--- src/rtl/cache_pkg.sv ---
// cache_pkg
// Shared types and constants for the cache miss-fill controller.
//   fill_state_t    : controller state encoding (IDLE, FILL)
//   WORDS_PER_BLOCK : 16-bit words per cache block
//   BLOCK_OFFSET_W  : byte-offset bits inside a block
//   WORD_IDX_W      : bits needed to index a word inside a block
//   word_index()    : word position inside the block for the n-th transfer
package cache_pkg;

  typedef enum logic {
    IDLE = 1'b0,
    FILL = 1'b1
  } fill_state_t;

  localparam int WORDS_PER_BLOCK = 8;
  localparam int BLOCK_OFFSET_W  = 4;
  localparam int WORD_IDX_W      = 3;

  // Word position of transfer 'offset' when the fill starts at word 'start'.
  // The sum is WORD_IDX_W bits wide, so it wraps around the block naturally.
  function automatic logic [WORD_IDX_W-1:0] word_index(
    input logic [WORD_IDX_W-1:0] start,
    input logic [WORD_IDX_W-1:0] offset
  );
    return start + offset;
  endfunction

endpackage

--- src/rtl/fill_word_counter.sv ---
// fill_word_counter
// Word counter for one side (issue or return) of a block fill.
// Ports:
//   clk    in   system clock, rising edge
//   rst_n  in   asynchronous active-low reset
//   en     in   advance the count by one
//   clr    in   synchronous clear (wins over en)
//   count  out  current count, WORD_IDX_W bits
//   last   out  count is at its final value (all ones)
module fill_word_counter
  import cache_pkg::*;
(
  input  logic                  clk,
  input  logic                  rst_n,
  input  logic                  en,
  input  logic                  clr,
  output logic [WORD_IDX_W-1:0] count,
  output logic                  last
);

  logic [WORD_IDX_W-1:0] count_reg;

  always_ff @(posedge clk or negedge rst_n) begin
    if (!rst_n) begin
      count_reg <= '0;
    end else if (clr) begin
      count_reg <= '0;
    end else if (en) begin
      count_reg <= count_reg + 1'b1;
    end
  end

  assign count = count_reg;
  assign last  = &count_reg;

endmodule

--- src/rtl/cache_fill_fsm.sv ---
// cache_fill_fsm
// Miss-handling controller between a cache's data/tag arrays and pipelined
// main memory. On a miss it issues one read per cycle for every word of the
// block, writes each returned word into the data array in issue order, and
// writes the tag together with the last returned word. The CPU is stalled
// through fsm_busy for the whole fill, including the miss cycle itself.
//
// Optional build macro: CACHE_FILL_CRITICAL_WORD_FIRST_EN
//   defined   : the fill starts at the missing word and wraps around the
//               block; output crit_word_ready flags the first data write.
//   undefined : words are always fetched 0..7; crit_word_ready is absent.
//
// Ports:
//   clk               in   system clock, rising edge
//   rst_n             in   asynchronous active-low reset
//   miss_detected     in   cache lookup missed this cycle
//   miss_address      in   byte address that missed
//   memory_data_valid in   one returned word this cycle (issue order)
//   memory_data       in   returned word
//   fsm_busy          out  stall request to the CPU
//   memory_read       out  issue one word read this cycle
//   memory_address    out  byte address of the issued read
//   write_data_array  out  data-array write enable
//   cache_word_addr   out  byte address of the data-array word written
//   cache_write_data  out  word to write (memory_data)
//   write_tag_array   out  tag-array write enable, one-cycle pulse
//   crit_word_ready   out  first data write of a fill (optional build only)
module cache_fill_fsm
  import cache_pkg::*;
#(
  parameter int MEM_LATENCY     = 4,
  parameter int WORDS_PER_BLOCK = 8,
  parameter int ADDR_W          = 16
) (
  input  logic              clk,
  input  logic              rst_n,
  input  logic              miss_detected,
  input  logic [ADDR_W-1:0] miss_address,
  input  logic              memory_data_valid,
  input  logic [15:0]       memory_data,
  output logic              fsm_busy,
  output logic              memory_read,
  output logic [ADDR_W-1:0] memory_address,
  output logic              write_data_array,
  output logic [ADDR_W-1:0] cache_word_addr,
  output logic [15:0]       cache_write_data,
`ifdef CACHE_FILL_CRITICAL_WORD_FIRST_EN
  output logic              crit_word_ready,
`endif
  output logic              write_tag_array
);

  // The word counters are sized from the package; reject configurations
  // they cannot cover. Memory latency only matters to the memory side, the
  // controller counts returns rather than cycles.
  if (WORDS_PER_BLOCK != (1 << WORD_IDX_W) || MEM_LATENCY < 1) begin : g_bad_params
    $error("cache_fill_fsm: unsupported WORDS_PER_BLOCK or MEM_LATENCY");
  end

  fill_state_t state_reg, state_next;

  // Only the block-aligned part of the address is kept; the offset bits of
  // every generated address come from the word index.
  logic [ADDR_W-1:BLOCK_OFFSET_W] base_reg;

  // Set once all words of the block have been issued, so the 3-bit issue
  // counter can wrap back to zero without re-issuing.
  logic issue_done_reg;

  logic [WORD_IDX_W-1:0] issue_cnt, recv_cnt, start_idx;
  logic [WORD_IDX_W-1:0] issue_idx, recv_idx;
  logic                  issue_last, recv_last;
  logic                  unused_offset_bits;

  assign unused_offset_bits = ^miss_address[BLOCK_OFFSET_W-1:0];

  fill_word_counter u_issue_cnt (
    .clk   (clk),
    .rst_n (rst_n),
    .en    (memory_read),
    .clr   (write_tag_array),
    .count (issue_cnt),
    .last  (issue_last)
  );

  fill_word_counter u_recv_cnt (
    .clk   (clk),
    .rst_n (rst_n),
    .en    (write_data_array),
    .clr   (write_tag_array),
    .count (recv_cnt),
    .last  (recv_last)
  );

`ifdef CACHE_FILL_CRITICAL_WORD_FIRST_EN
  logic [WORD_IDX_W-1:0] start_reg;

  always_ff @(posedge clk or negedge rst_n) begin
    if (!rst_n) begin
      start_reg <= '0;
    end else if (state_reg == IDLE && miss_detected) begin
      start_reg <= miss_address[BLOCK_OFFSET_W-1:1];
    end
  end

  assign start_idx = start_reg;

  // The return counter is still zero on the first write of each fill.
  assign crit_word_ready = write_data_array && (recv_cnt == '0);
`else
  assign start_idx = '0;
`endif

  assign issue_idx = word_index(start_idx, issue_cnt);
  assign recv_idx  = word_index(start_idx, recv_cnt);

  always_ff @(posedge clk or negedge rst_n) begin
    if (!rst_n) begin
      state_reg      <= IDLE;
      base_reg       <= '0;
      issue_done_reg <= 1'b0;
    end else begin
      state_reg <= state_next;
      if (state_reg == IDLE && miss_detected) begin
        base_reg <= miss_address[ADDR_W-1:BLOCK_OFFSET_W];
      end
      if (write_tag_array) begin
        issue_done_reg <= 1'b0;
      end else if (memory_read && issue_last) begin
        issue_done_reg <= 1'b1;
      end
    end
  end

  always_comb begin
    state_next       = state_reg;
    fsm_busy         = 1'b0;
    memory_read      = 1'b0;
    write_data_array = 1'b0;
    write_tag_array  = 1'b0;
    case (state_reg)
      IDLE: begin
        // Combinational so the CPU already stalls in the miss cycle.
        fsm_busy = miss_detected;
        if (miss_detected) begin
          state_next = FILL;
        end
      end
      FILL: begin
        fsm_busy         = 1'b1;
        memory_read      = !issue_done_reg;
        write_data_array = memory_data_valid;
        if (memory_data_valid && recv_last) begin
          write_tag_array = 1'b1;
          state_next      = IDLE;
        end
      end
      default: state_next = IDLE;
    endcase
  end

  // Addresses and data are forced to zero outside their strobes so idle
  // outputs are quiet.
  assign memory_address   = memory_read ? {base_reg, issue_idx, 1'b0} : '0;
  assign cache_word_addr  = write_data_array ? {base_reg, recv_idx, 1'b0} : '0;
  assign cache_write_data = write_data_array ? memory_data : '0;

endmodule

--- config.mk ---
export PLATFORM = sky130hd
export DESIGN_NAME = cache_fill_fsm
export DESIGN_NICKNAME = d
export VERILOG_FILES = /design/src/rtl/cache_pkg.sv /design/src/rtl/fill_word_counter.sv /design/src/rtl/cache_fill_fsm.sv
export SDC_FILE = /design/constraint.sdc
export NUM_CORES = 1
export LEC_CHECK = 0
export BUFFER_PORTS_ARGS = -buffer_cell sky130_fd_sc_hd__buf_2
export CAP_MARGIN = 20
export CELL_PAD_IN_SITES_DETAIL_PLACEMENT = 1
export CELL_PAD_IN_SITES_GLOBAL_PLACEMENT = 2
export CORE_MARGIN = 5
export CORE_UTILIZATION = 21
export DETAILED_ROUTE_END_ITERATION = 12
export PLACE_DENSITY_LB_ADDON = 0.1
export SETUP_SLACK_MARGIN = 0.4
export SLEW_MARGIN = 20
export SYNTH_ARGS = -nofsm -noshare
export SYNTH_HDL_FRONTEND = slang
export SYNTH_SLANG_ARGS = --single-unit
--- constraint.sdc ---
create_clock -name clk -period 1.62 [get_ports clk]
set_input_delay 0.324 -clock clk [delete_from_list [all_inputs] [get_ports clk]]
set_output_delay 0.324 -clock clk [all_outputs]
set_load 0.02 [all_outputs]
==> results.cfg, run 1 <==
[hold_path]
timing.hold.worst.class = primary input to async pin

[layout]
largest_reg_flops = 12
antenna-diode-count = 0
layout-drive-gt1-share = 0.829
final_net_count = 258
areaGrowthSynthToFinish_pct = 91.7
postLayoutCoreUtil = 0.413
layoutNonFillerInstCount = 289
n_fill_cell = 644

[clocking]
tritoncts_sinks = 20
max-clock-path-buffers = 2
clk-insertion-delay-late_ns = 0.26
cts.hold.buffers_added = 0
cts_max_level = 1
clock-root-buffer = sky130_fd_sc_hd__clkbuf_8
cts_buffers = 3
clk_pin_slew_ns = 0.08
clock_tree_from_tritoncts = built

[floorplanning]
core_region_area_mm2 = 0.00551
die_width_um = 85.2
dieHeight_um = 85.2
die_area_mm2 = 0.00726
boundary_pin_count = 88
placementRows = 27
floorplan.initialDensity = 0.216

[global_routing]
grt_pass1_wl_um = 6650
globalRouteOverflowTotal = 0
grt_start_max_net_pins = 35
antenna_found_initial = 0
track_usage = 0.112
first_global_vias = 1340

[route]
dr_total_vias = 1279
detailedRoute.firstIterationViolations = 17
drtPass1Iterations = 2
vias_per_cell = 4.43
post_drt_wl_per_cell_um = 15.5
drc = 0
routed_wire_length_um = 4490
detail-route-antenna-nets = 0

[worst_setup_path]
worst-path-max-fanout = 2
setup.reg_to_reg.worst_slack_ns = 0.10
r2r-start = u_recv_cnt.count[1]
critical_path_endpoint_category = primary output
critPathRequiredTime_ns = 1.30
worst-endpoint-arrival_ns = 1.29
crit-reg2reg-capture = u_issue_cnt.count[2]
startpoint_types = flop
worst-setup-path-type = flop to primary output
r2r.worst_path.cells = 7

[synthesis]
gate_count_after_technology_mapping = 119
synth_cell_type_count = 25
netlist_area_mm2 = 0.00119
synth_top_area_cell = sky130_fd_sc_hd__dfrtp_1
synth_top_cell_area_share = 0.421
ys_ff_latch = 20
top_cells_by_area_in_the_synthesized_netlist = sky130_fd_sc_hd__dfrtp_1, sky130_fd_sc_hd__and3_1, sky130_fd_sc_hd__mux2_2
synth_edf_count = 0
yosys-top-cells-count = sky130_fd_sc_hd__and3_1, sky130_fd_sc_hd__dfrtp_1, sky130_fd_sc_hd__and2_1
yosysMostFrequentCell = sky130_fd_sc_hd__and3_1
postSynth.asyncResetShare = 1.00
dominantRegCellSynth = sky130_fd_sc_hd__dfrtp_1
synth_sequential_area_ratio = 0.421
synth.yosys.warnings = 0
synth_area_per_cell_um2 = 9.98

[timing]
finalHoldViolations = 0
report.final.setup_viol = 0
finClkSkew_ns = 0.000852
timing.final.crit_share = 0.994
rsz_0062_raised_after_global_routing = yes
finalWorstPathRequiredPeriod_ns = 1.61
timing_max_transition_violations_final = 0
achievable-frequency_ghz = 0.621

[power_and_ir_drop]
worst_ir_drop_vdd_uv = 661
pwr_density_cell_mw_per_mm2 = 1650
leakage_nw = 1.21

[placement]
finalWeightedCongestion = 0.794
port_buffer_count = 81
dp.cells = 268
dp_hpwl_um = 3090

[job]
cap_viol_max_count = 0

[outcome]
outcome = finished clean
-- report_power, final --
part | internal [mW] | switching, mW | total [mW]
clock network | 0.330 | 0.173 | 0.503
registers | 0.735 | 0.195 | 0.930
logic | 1.29 | 1.03 | 2.32
-- cells by family (layout without fill, tap and decap cells) --
group,after synthesis,after routing,share of synthesized area
flops,20,20,0.421
compound gates,9,9,0.0537
mux,12,12,0.114
simple gates,60,60,0.307
fa+ha+maj,4,4,0.0422
other cells,1,2,0.00316
buf+inv,13,110,0.0590
-- layout by cell type, fill, tap and decap left out, types with 3 or more instances in the layout --
cell and n:
sky130_fd_sc_hd__nand2_1 3, sky130_fd_sc_hd__dfrtp_1 19, sky130_fd_sc_hd__and3_2 21, sky130_fd_sc_hd__buf_4 10, sky130_fd_sc_hd__buf_6 31, sky130_fd_sc_hd__and3_4 9
sky130_fd_sc_hd__buf_2 61, sky130_fd_sc_hd__mux2_2 12, sky130_fd_sc_hd__clkbuf_8 3, sky130_fd_sc_hd__and2_4 15
-- how the worst max path moves through the flow --
stage	start	end	slack, ns
4_1_cts	u_recv_cnt.count[0]	write_tag_array	0.006
3_3_place_gp	state_reg	memory_address[1]	0.11
2_1_floorplan	issue_done_reg	memory_address[10]	0.36
5_1_grt	u_recv_cnt.count[1]	write_tag_array	-0.04
3_5_place_dp	state_reg	memory_address[1]	0.09
6_report	u_recv_cnt.count[1]	write_tag_array	0.009
-- layer usage --
layer	share of wire	up-vias	global-route usage
met5	0	-	0
met4	0.0089	0	0.0259
met3	0.065	5	0.0204
met2	0.53	54	0.206
met1	0.39	616	0.135
li1	-	604	-
-- critical path, cell delays in order, from the launching register on --
cell                      delay [ns]
sky130_fd_sc_hd__dfrtp_1        0.42
sky130_fd_sc_hd__ha_4           0.18
sky130_fd_sc_hd__ha_4           0.15
sky130_fd_sc_hd__and3_4         0.15
sky130_fd_sc_hd__buf_6          0.12
-- timing repair --
action,in CTS,in global routing
cloned,2,0
buffers inserted,8,7
gates resized for setup,55,20
endpoints found under the setup margin,64,70
hold endpoints to repair,0,0
pin swaps,6,6
-- stage by stage --
stage	setup TNS (ns)	power, mW	cell area [um^2]	worst slack [ns]	hold WS, ns
3_5_place_dp	0	2.57	1810	0.0926	0.311
6_report	0	3.75	2280	0.00948	0.00920
5_1_grt	-0.369	3.99	2280	-0.0418	0.0358
4_1_cts	0	3.51	2140	0.00633	0.0222
2_1_floorplan	0	2.07	1310	0.356	0.0284
3_3_place_gp	0	2.51	1810	0.107	0.310
-- cell type report --
| class | instances | area [um^2] | area share |
|---|---|---|---|
| inverter | 1 | 3.75 | 0.00165 |
| multi-input combinational | 87 | 807 | 0.355 |
| clock buffer | 3 | 41.3 | 0.0181 |
| timing repair buffer | 105 | 802 | 0.352 |
| clock inverter | 1 | 30.0 | 0.0132 |
| sequential | 20 | 502 | 0.220 |
| tap | 72 | 90.1 | 0.0396 |
(Power assumes the default switching activity.)
==> run 2: changes to the inputs <==
--- a/config.mk
+++ b/config.mk
@@ -5,12 +5,14 @@
 export SDC_FILE = /design/constraint.sdc
 export NUM_CORES = 1
 export LEC_CHECK = 0
+export ABC_AREA = 1
+export ABC_CLOCK_PERIOD_IN_PS = 1620
 export BUFFER_PORTS_ARGS = -buffer_cell sky130_fd_sc_hd__buf_2
 export CAP_MARGIN = 20
 export CELL_PAD_IN_SITES_DETAIL_PLACEMENT = 1
 export CELL_PAD_IN_SITES_GLOBAL_PLACEMENT = 2
 export CORE_MARGIN = 5
-export CORE_UTILIZATION = 21
+export CORE_UTILIZATION = 19
 export DETAILED_ROUTE_END_ITERATION = 12
 export PLACE_DENSITY_LB_ADDON = 0.1
 export SETUP_SLACK_MARGIN = 0.4
==> run 2 against run 1 <==
Sequential share of layout area down 3.3 points; die area rose by 16%; critical path type unchanged; highest routed layer unchanged; clock skew is 0.0050 ns higher; final area grew 18%.
==> results.cfg, run 2 <==
[outcome]
outcome = finished clean

[route]
detail-route-antenna-nets = 0
met1_wire_length_um = 2170
routed_wire_length_um = 4930
met2_length_um = 2440
dr_total_vias = 1480
vias_per_cell = 4.10
met3_wirelength_um = 294
detailedRoute.firstIterationViolations = 34
drtPass1Iterations = 2
drc = 0
post_drt_wl_per_cell_um = 13.7
top_signal_layer_used = met4

[worst_setup_path]
startpoint_types = flop
crit_buf_inv = 2
r2r-start = u_recv_cnt.count[0]
setup.reg_to_reg.worst_slack_ns = 0.32
cp_cell_sequence = buf_12 -> nand2_8 -> nor2_1 -> buf_4
r2r.worst_path.cells = 7
cp_top_family = flip-flops
crit-reg2reg-capture = u_issue_cnt.count[1]
critPathRequiredTime_ns = 1.30
worst_path_largest_cell_delay_ns = 0.42
critical_path.slowest_cell = sky130_fd_sc_hd__dfrtp_2
worst-setup-path-type = flop to primary output
critical_path_endpoint_category = primary output
worst-endpoint-arrival_ns = 1.26
worst-path-max-fanout = 17

[layout]
multi_input_gate_area_um2 = 916
layout_common_cells = sky130_fd_sc_hd__buf_6, sky130_fd_sc_hd__inv_1, sky130_fd_sc_hd__nand2_1
most_common_cell_after_layout_fill_and_taps_aside = sky130_fd_sc_hd__buf_6
final-seq-area_um2 = 502
final_design_area_no_fill_mm2 = 0.00268
largest_reg_flops = 12
final_net_count = 326
layout-drive-gt1-share = 0.595
antenna-diode-count = 0
n_fill_cell = 764
areaGrowthSynthToFinish_pct = 110

[clocking]
clk-insertion-delay-late_ns = 0.26
max-clock-path-buffers = 2
tritoncts_sinks = 20
clock_tree_from_tritoncts = built
clk_pin_slew_ns = 0.08
cts.hold.buffers_added = 0
cts_max_level = 1
cts_buffers = 3
clock-root-buffer = sky130_fd_sc_hd__clkbuf_8

[power_and_ir_drop]
worst_ir_drop_vdd_uv = 705
seqPwrFrac = 0.226
cellInternalPower_mw = 2.04
leakage_nw = 1.34
total_switching_power_mw = 1.69
pwr_density_cell_mw_per_mm2 = 1400
comb_power_share = 0.683
power_frac_clock = 0.090
p_total_mw = 3.73
p_sw_frac = 0.453

[timing]
rsz_0062_raised_after_global_routing = yes
finClkSkew_ns = 0.00588
fin_worst_hold_slack_ns = 0.0177
final_critical_path_setup_slack_ns = 0.0320
timing.final.crit_share = 0.980
finalHoldViolations = 0
timing_max_transition_violations_final = 0
achievable-frequency_ghz = 0.630
finalWorstPathRequiredPeriod_ns = 1.59
report.final.setup_viol = 0

[synthesis]
synth_area_per_cell_um2 = 6.80
postSynth.asyncResetShare = 1.00
synth_cell_type_count = 17
synth.yosys.warnings = 0
synth_top_cell_area_share = 0.394
ys_ff_latch = 20
synth_edf_count = 0
gate_count_after_technology_mapping = 187
yosysMostFrequentCell = sky130_fd_sc_hd__nor2_1
synth_sequential_area_ratio = 0.394
netlist_area_mm2 = 0.00127
top_cells_by_area_in_the_synthesized_netlist = sky130_fd_sc_hd__dfrtp_1, sky130_fd_sc_hd__nor2_1, sky130_fd_sc_hd__inv_1
dominantRegCellSynth = sky130_fd_sc_hd__dfrtp_1
yosys-top-cells-count = sky130_fd_sc_hd__nor2_1, sky130_fd_sc_hd__inv_1, sky130_fd_sc_hd__nand2_1
synth_top_area_cell = sky130_fd_sc_hd__dfrtp_1

[job]
cap_viol_max_count = 0

[global_routing]
globalRouteOverflowTotal = 0
grt_pass1_wl_um = 7240
track_usage = 0.103
first_global_vias = 1504
grt_start_max_net_pins = 36
antenna_found_initial = 0

[floorplanning]
die_width_um = 91.8
dieHeight_um = 91.8
placementRows = 29
boundary_pin_count = 88
core_region_area_mm2 = 0.00642
die_area_mm2 = 0.00843
floorplan.initialDensity = 0.198

[hold_path]
timing.hold.worst.class = primary input to async pin

[placement]
place_area_mm2 = 0.00180
dp_worst_slack_ns = 0.164
dp_hpwl_um = 3260
finalWeightedCongestion = 0.673
port_buffer_count = 81
-- run 2: changes by cell type after synthesis, sizes merged, moves of 15 or more --
cell | before | now
nor2 | 1 | 48
inv | 1 | 41
nand2 | 5 | 41
nand3 | 0 | 19
and3 | 32 | 0
and2 | 15 | 0
-- run 2: repair_timing --
action	4_1_cts	5_1_grt
endpoints found under the setup margin	54	67
pin swaps	4	12
setup buffers	10	5
resized for setup	46	140
cloned	0	3
endpoints found under the hold margin	0	0
-- run 2: layout make-up --
class,instances,area share
sequential,20,0.188
clock buffer,3,0.0154
inverter,41,0.0659
tap,77,0.0360
multi-input combinational,119,0.342
timing repair buffer,101,0.353
-- run 2: cells by family (layout without fill, tap and decap cells) --
family,count (synthesis),count (layout),synth area share
and+or+nand+nor,110,112,0.359
buffers and inverters,51,145,0.201
DFF,20,20,0.394
adders and majority gates,4,4,0.0394
other,1,2,0.00295
AOI/OAI and AO/OA,1,1,0.00393
-- run 2: power groups by stage --
stage | sequential, mW | combinational [mW] | clock, mW
after global placement | 0.849 | 1.53 | 0
after floorplan | 0.808 | 1.14 | 0
after CTS | 0.854 | 1.92 | 0.351
after global routing | 0.877 | 2.76 | 0.367
after detailed placement | 0.857 | 1.55 | 0
final | 0.845 | 2.55 | 0.338
-- run 2: metal layers --
layer,vias to the layer above,track usage
met4,0,0.0149
met3,2,0.0327
met1,684,0.133
met5,-,0
li1,745,-
met2,49,0.174
-- run 2: worst max path at each step --
stage | from | end | slack [ns] | depth (start not counted)
floorplan | state_reg | cache_word_addr[10] | 0.34 | 4
global placement | state_reg | cache_word_addr[15] | 0.17 | 3
detailed placement | state_reg | cache_write_data[0] | 0.16 | 3
CTS | u_recv_cnt.count[1] | write_tag_array | 0.02 | 5
global route | state_reg | cache_word_addr[4] | -0.01 | 4
finish | state_reg | cache_word_addr[11] | 0.03 | 4
-- run 2: stage by stage --
step | utilization | TNS (ns) | std cells
4_1_cts | 0.323 | 0 | 353
2_1_floorplan | - | 0 | 188
6_report | 0.417 | 0 | 361
5_1_grt | 0.417 | -0.0475 | 361
3_5_place_dp | 0.280 | 0 | 340
3_3_place_gp | 0.280 | 0 | 340
==> run 3: changes to the inputs <==
--- a/config.mk
+++ b/config.mk
@@ -5,16 +5,16 @@
 export SDC_FILE = /design/constraint.sdc
 export NUM_CORES = 1
 export LEC_CHECK = 0
-export ABC_AREA = 1
 export ABC_CLOCK_PERIOD_IN_PS = 1620
 export BUFFER_PORTS_ARGS = -buffer_cell sky130_fd_sc_hd__buf_2
 export CAP_MARGIN = 20
 export CELL_PAD_IN_SITES_DETAIL_PLACEMENT = 1
 export CELL_PAD_IN_SITES_GLOBAL_PLACEMENT = 2
 export CORE_MARGIN = 5
-export CORE_UTILIZATION = 19
+export CORE_UTILIZATION = 21
 export DETAILED_ROUTE_END_ITERATION = 12
 export PLACE_DENSITY_LB_ADDON = 0.1
+export REMOVE_ABC_BUFFERS = 1
 export SETUP_SLACK_MARGIN = 0.4
 export SLEW_MARGIN = 20
 export SYNTH_ARGS = -nofsm -noshare
==> run 3 against run 2 <==
Clock power rose by 13%; sequential share of layout area grew 4.4 points; final area fell by 19%; utilization down 2.4 points; combinational power down 14%.
==> results.cfg, run 3 (synthesis gave the netlist of run 1 again) <==
[global_routing]
globalRouteOverflowTotal = 0
track_usage = 0.111
first_global_vias = 1378
grt_start_max_net_pins = 29
antenna_found_initial = 0
grt_pass1_wl_um = 6590

[floorplanning]
die_area_mm2 = 0.00726
core_region_area_mm2 = 0.00551
floorplan.initialDensity = 0.216
die_width_um = 85.2
dieHeight_um = 85.2
placementRows = 27
boundary_pin_count = 88

[route]
routed_wire_length_um = 4130
vias_per_cell = 4.31
detail-route-antenna-nets = 0
dr_total_vias = 1234
drc = 0
post_drt_wl_per_cell_um = 14.4
detailedRoute.firstIterationViolations = 14
drtPass1Iterations = 3

[clocking]
max-clock-path-buffers = 2
cts_max_level = 1
clk-insertion-delay-late_ns = 0.25
clk_pin_slew_ns = 0.08
cts_buffers = 3
clock_tree_from_tritoncts = built
clock-root-buffer = sky130_fd_sc_hd__clkbuf_8
tritoncts_sinks = 20

[layout]
final_design_area_no_fill_mm2 = 0.00216
n_fill_cell = 658
antenna-diode-count = 0
most_common_cell_after_layout_fill_and_taps_aside = sky130_fd_sc_hd__buf_2
layoutNonFillerInstCount = 286
largest_reg_flops = 12
layout-drive-gt1-share = 0.682
final-seq-area_um2 = 500
areaGrowthSynthToFinish_pct = 82.0
layout_common_cells = sky130_fd_sc_hd__buf_2, sky130_fd_sc_hd__and3_1, sky130_fd_sc_hd__buf_6
multi_input_gate_area_um2 = 741
final_net_count = 255

[timing]
fin_tns_setup_ns = 0
rsz_0062_raised_after_global_routing = yes
finalHoldViolations = 0
report.final.setup_viol = 0
timing_max_transition_violations_final = 0
timing.final.crit_share = 0.998
achievable-frequency_ghz = 0.619
fin_worst_hold_slack_ns = 0.0202
finalWorstPathRequiredPeriod_ns = 1.62
finClkSkew_ns = 0.00201

[placement]
dp_hpwl_um = 3120
finalWeightedCongestion = 0.752
port_buffer_count = 81
place_area_mm2 = 0.00172
dp.cells = 271

[worst_setup_path]
r2r.worst_path.cells = 7
r2r-start = u_recv_cnt.count[1]
worst-setup-path-type = flop to primary output
critPathRequiredTime_ns = 1.30
critical_path_endpoint_category = primary output
setup.reg_to_reg.worst_slack_ns = 0.13
worst-path-max-fanout = 3
worst-endpoint-arrival_ns = 1.29
crit-reg2reg-capture = u_issue_cnt.count[1]
startpoint_types = flop

[power_and_ir_drop]
total_switching_power_mw = 1.33
seqPwrFrac = 0.260
p_sw_frac = 0.382
comb_power_share = 0.631
cellInternalPower_mw = 2.16
p_total_mw = 3.49
worst_ir_drop_vdd_uv = 658
power_frac_clock = 0.110
leakage_nw = 1.20
pwr_density_cell_mw_per_mm2 = 1620

[outcome]
outcome = finished clean

[hold_path]
timing.hold.worst.class = primary input to async pin

[job]
cap_viol_max_count = 0
run 3: cell count changes in the layout (fill, tap and decap cells not counted), moves of 4 or more:
cell / change
sky130_fd_sc_hd__nor2_4: -28
sky130_fd_sc_hd__mux2_2: +12
sky130_fd_sc_hd__buf_2: +22
sky130_fd_sc_hd__nor2_1: -6
sky130_fd_sc_hd__and2_4: +14
sky130_fd_sc_hd__and3_1: +30
sky130_fd_sc_hd__nor2_2: -13
sky130_fd_sc_hd__nand2_1: -31
sky130_fd_sc_hd__nand3_2: -4
sky130_fd_sc_hd__nand2_8: -5
sky130_fd_sc_hd__nand3_1: -13
sky130_fd_sc_hd__inv_1: -34
sky130_fd_sc_hd__buf_6: -20
run 3: repair_timing:
action,4_1_cts,5_1_grt
hold buffers,0,0
buffers inserted,5,5
endpoints found under the hold margin,0,0
pin swaps,8,6
resized for setup,74,19
gates cloned,1,0
endpoints found under the setup margin,68,70
run 3: routing by layer:
metal / track usage / part of all wire / vias up
met1: 0.132 / 0.42 / 576
li1: - / - / 599
met4: 0.0259 / 0.0053 / 0
met3: 0.0320 / 0.092 / 2
met2: 0.195 / 0.48 / 57
met5: 0 / 0 / -
run 3: worst max-delay path by stage:
stage	from	to	slack (ns)	depth (start not counted)
final	u_recv_cnt.count[1]	write_tag_array	0.003	4
after global routing	u_recv_cnt.count[1]	write_tag_array	-0.05	4
after CTS	u_recv_cnt.count[1]	write_tag_array	-0.01	4
after detailed placement	state_reg	memory_address[1]	0.11	4
after global placement	state_reg	memory_address[1]	0.13	4
after floorplan	state_reg	memory_address[10]	-0.54	2
run 3: layout make-up:
| type | instances | share of cell area |
|---|---|---|
| clock buffer | 4 | 0.0255 |
| timing repair buffer | 102 | 0.357 |
| sequential | 20 | 0.232 |
| tap | 72 | 0.0417 |
| inverter | 1 | 0.00174 |
| multi-input combinational | 87 | 0.343 |
run 3: power groups by stage:
| stage | logic (mW) | registers, mW | clock network [mW] |
|---|---|---|---|
| 3_5_place_dp | 1.52 | 0.912 | 0 |
| 6_report | 2.20 | 0.906 | 0.383 |
| 3_3_place_gp | 1.49 | 0.893 | 0 |
| 4_1_cts | 2.05 | 0.906 | 0.401 |
| 2_1_floorplan | 0.949 | 0.873 | 0 |
| 5_1_grt | 2.38 | 0.942 | 0.428 |
run 3: critical path, cell delays in order, from the launching register on:
cell	delay, ns
sky130_fd_sc_hd__dfrtp_1	0.41
sky130_fd_sc_hd__ha_2	0.19
sky130_fd_sc_hd__ha_4	0.16
sky130_fd_sc_hd__and3_4	0.15
sky130_fd_sc_hd__buf_6	0.12
run 3: per-stage QoR:
step	worst slack (ns)	utilization
2_1_floorplan	-0.542	-
3_3_place_gp	0.126	0.312
3_5_place_dp	0.108	0.312
4_1_cts	-0.0146	0.373
5_1_grt	-0.0522	0.392
6_report	0.00326	0.392
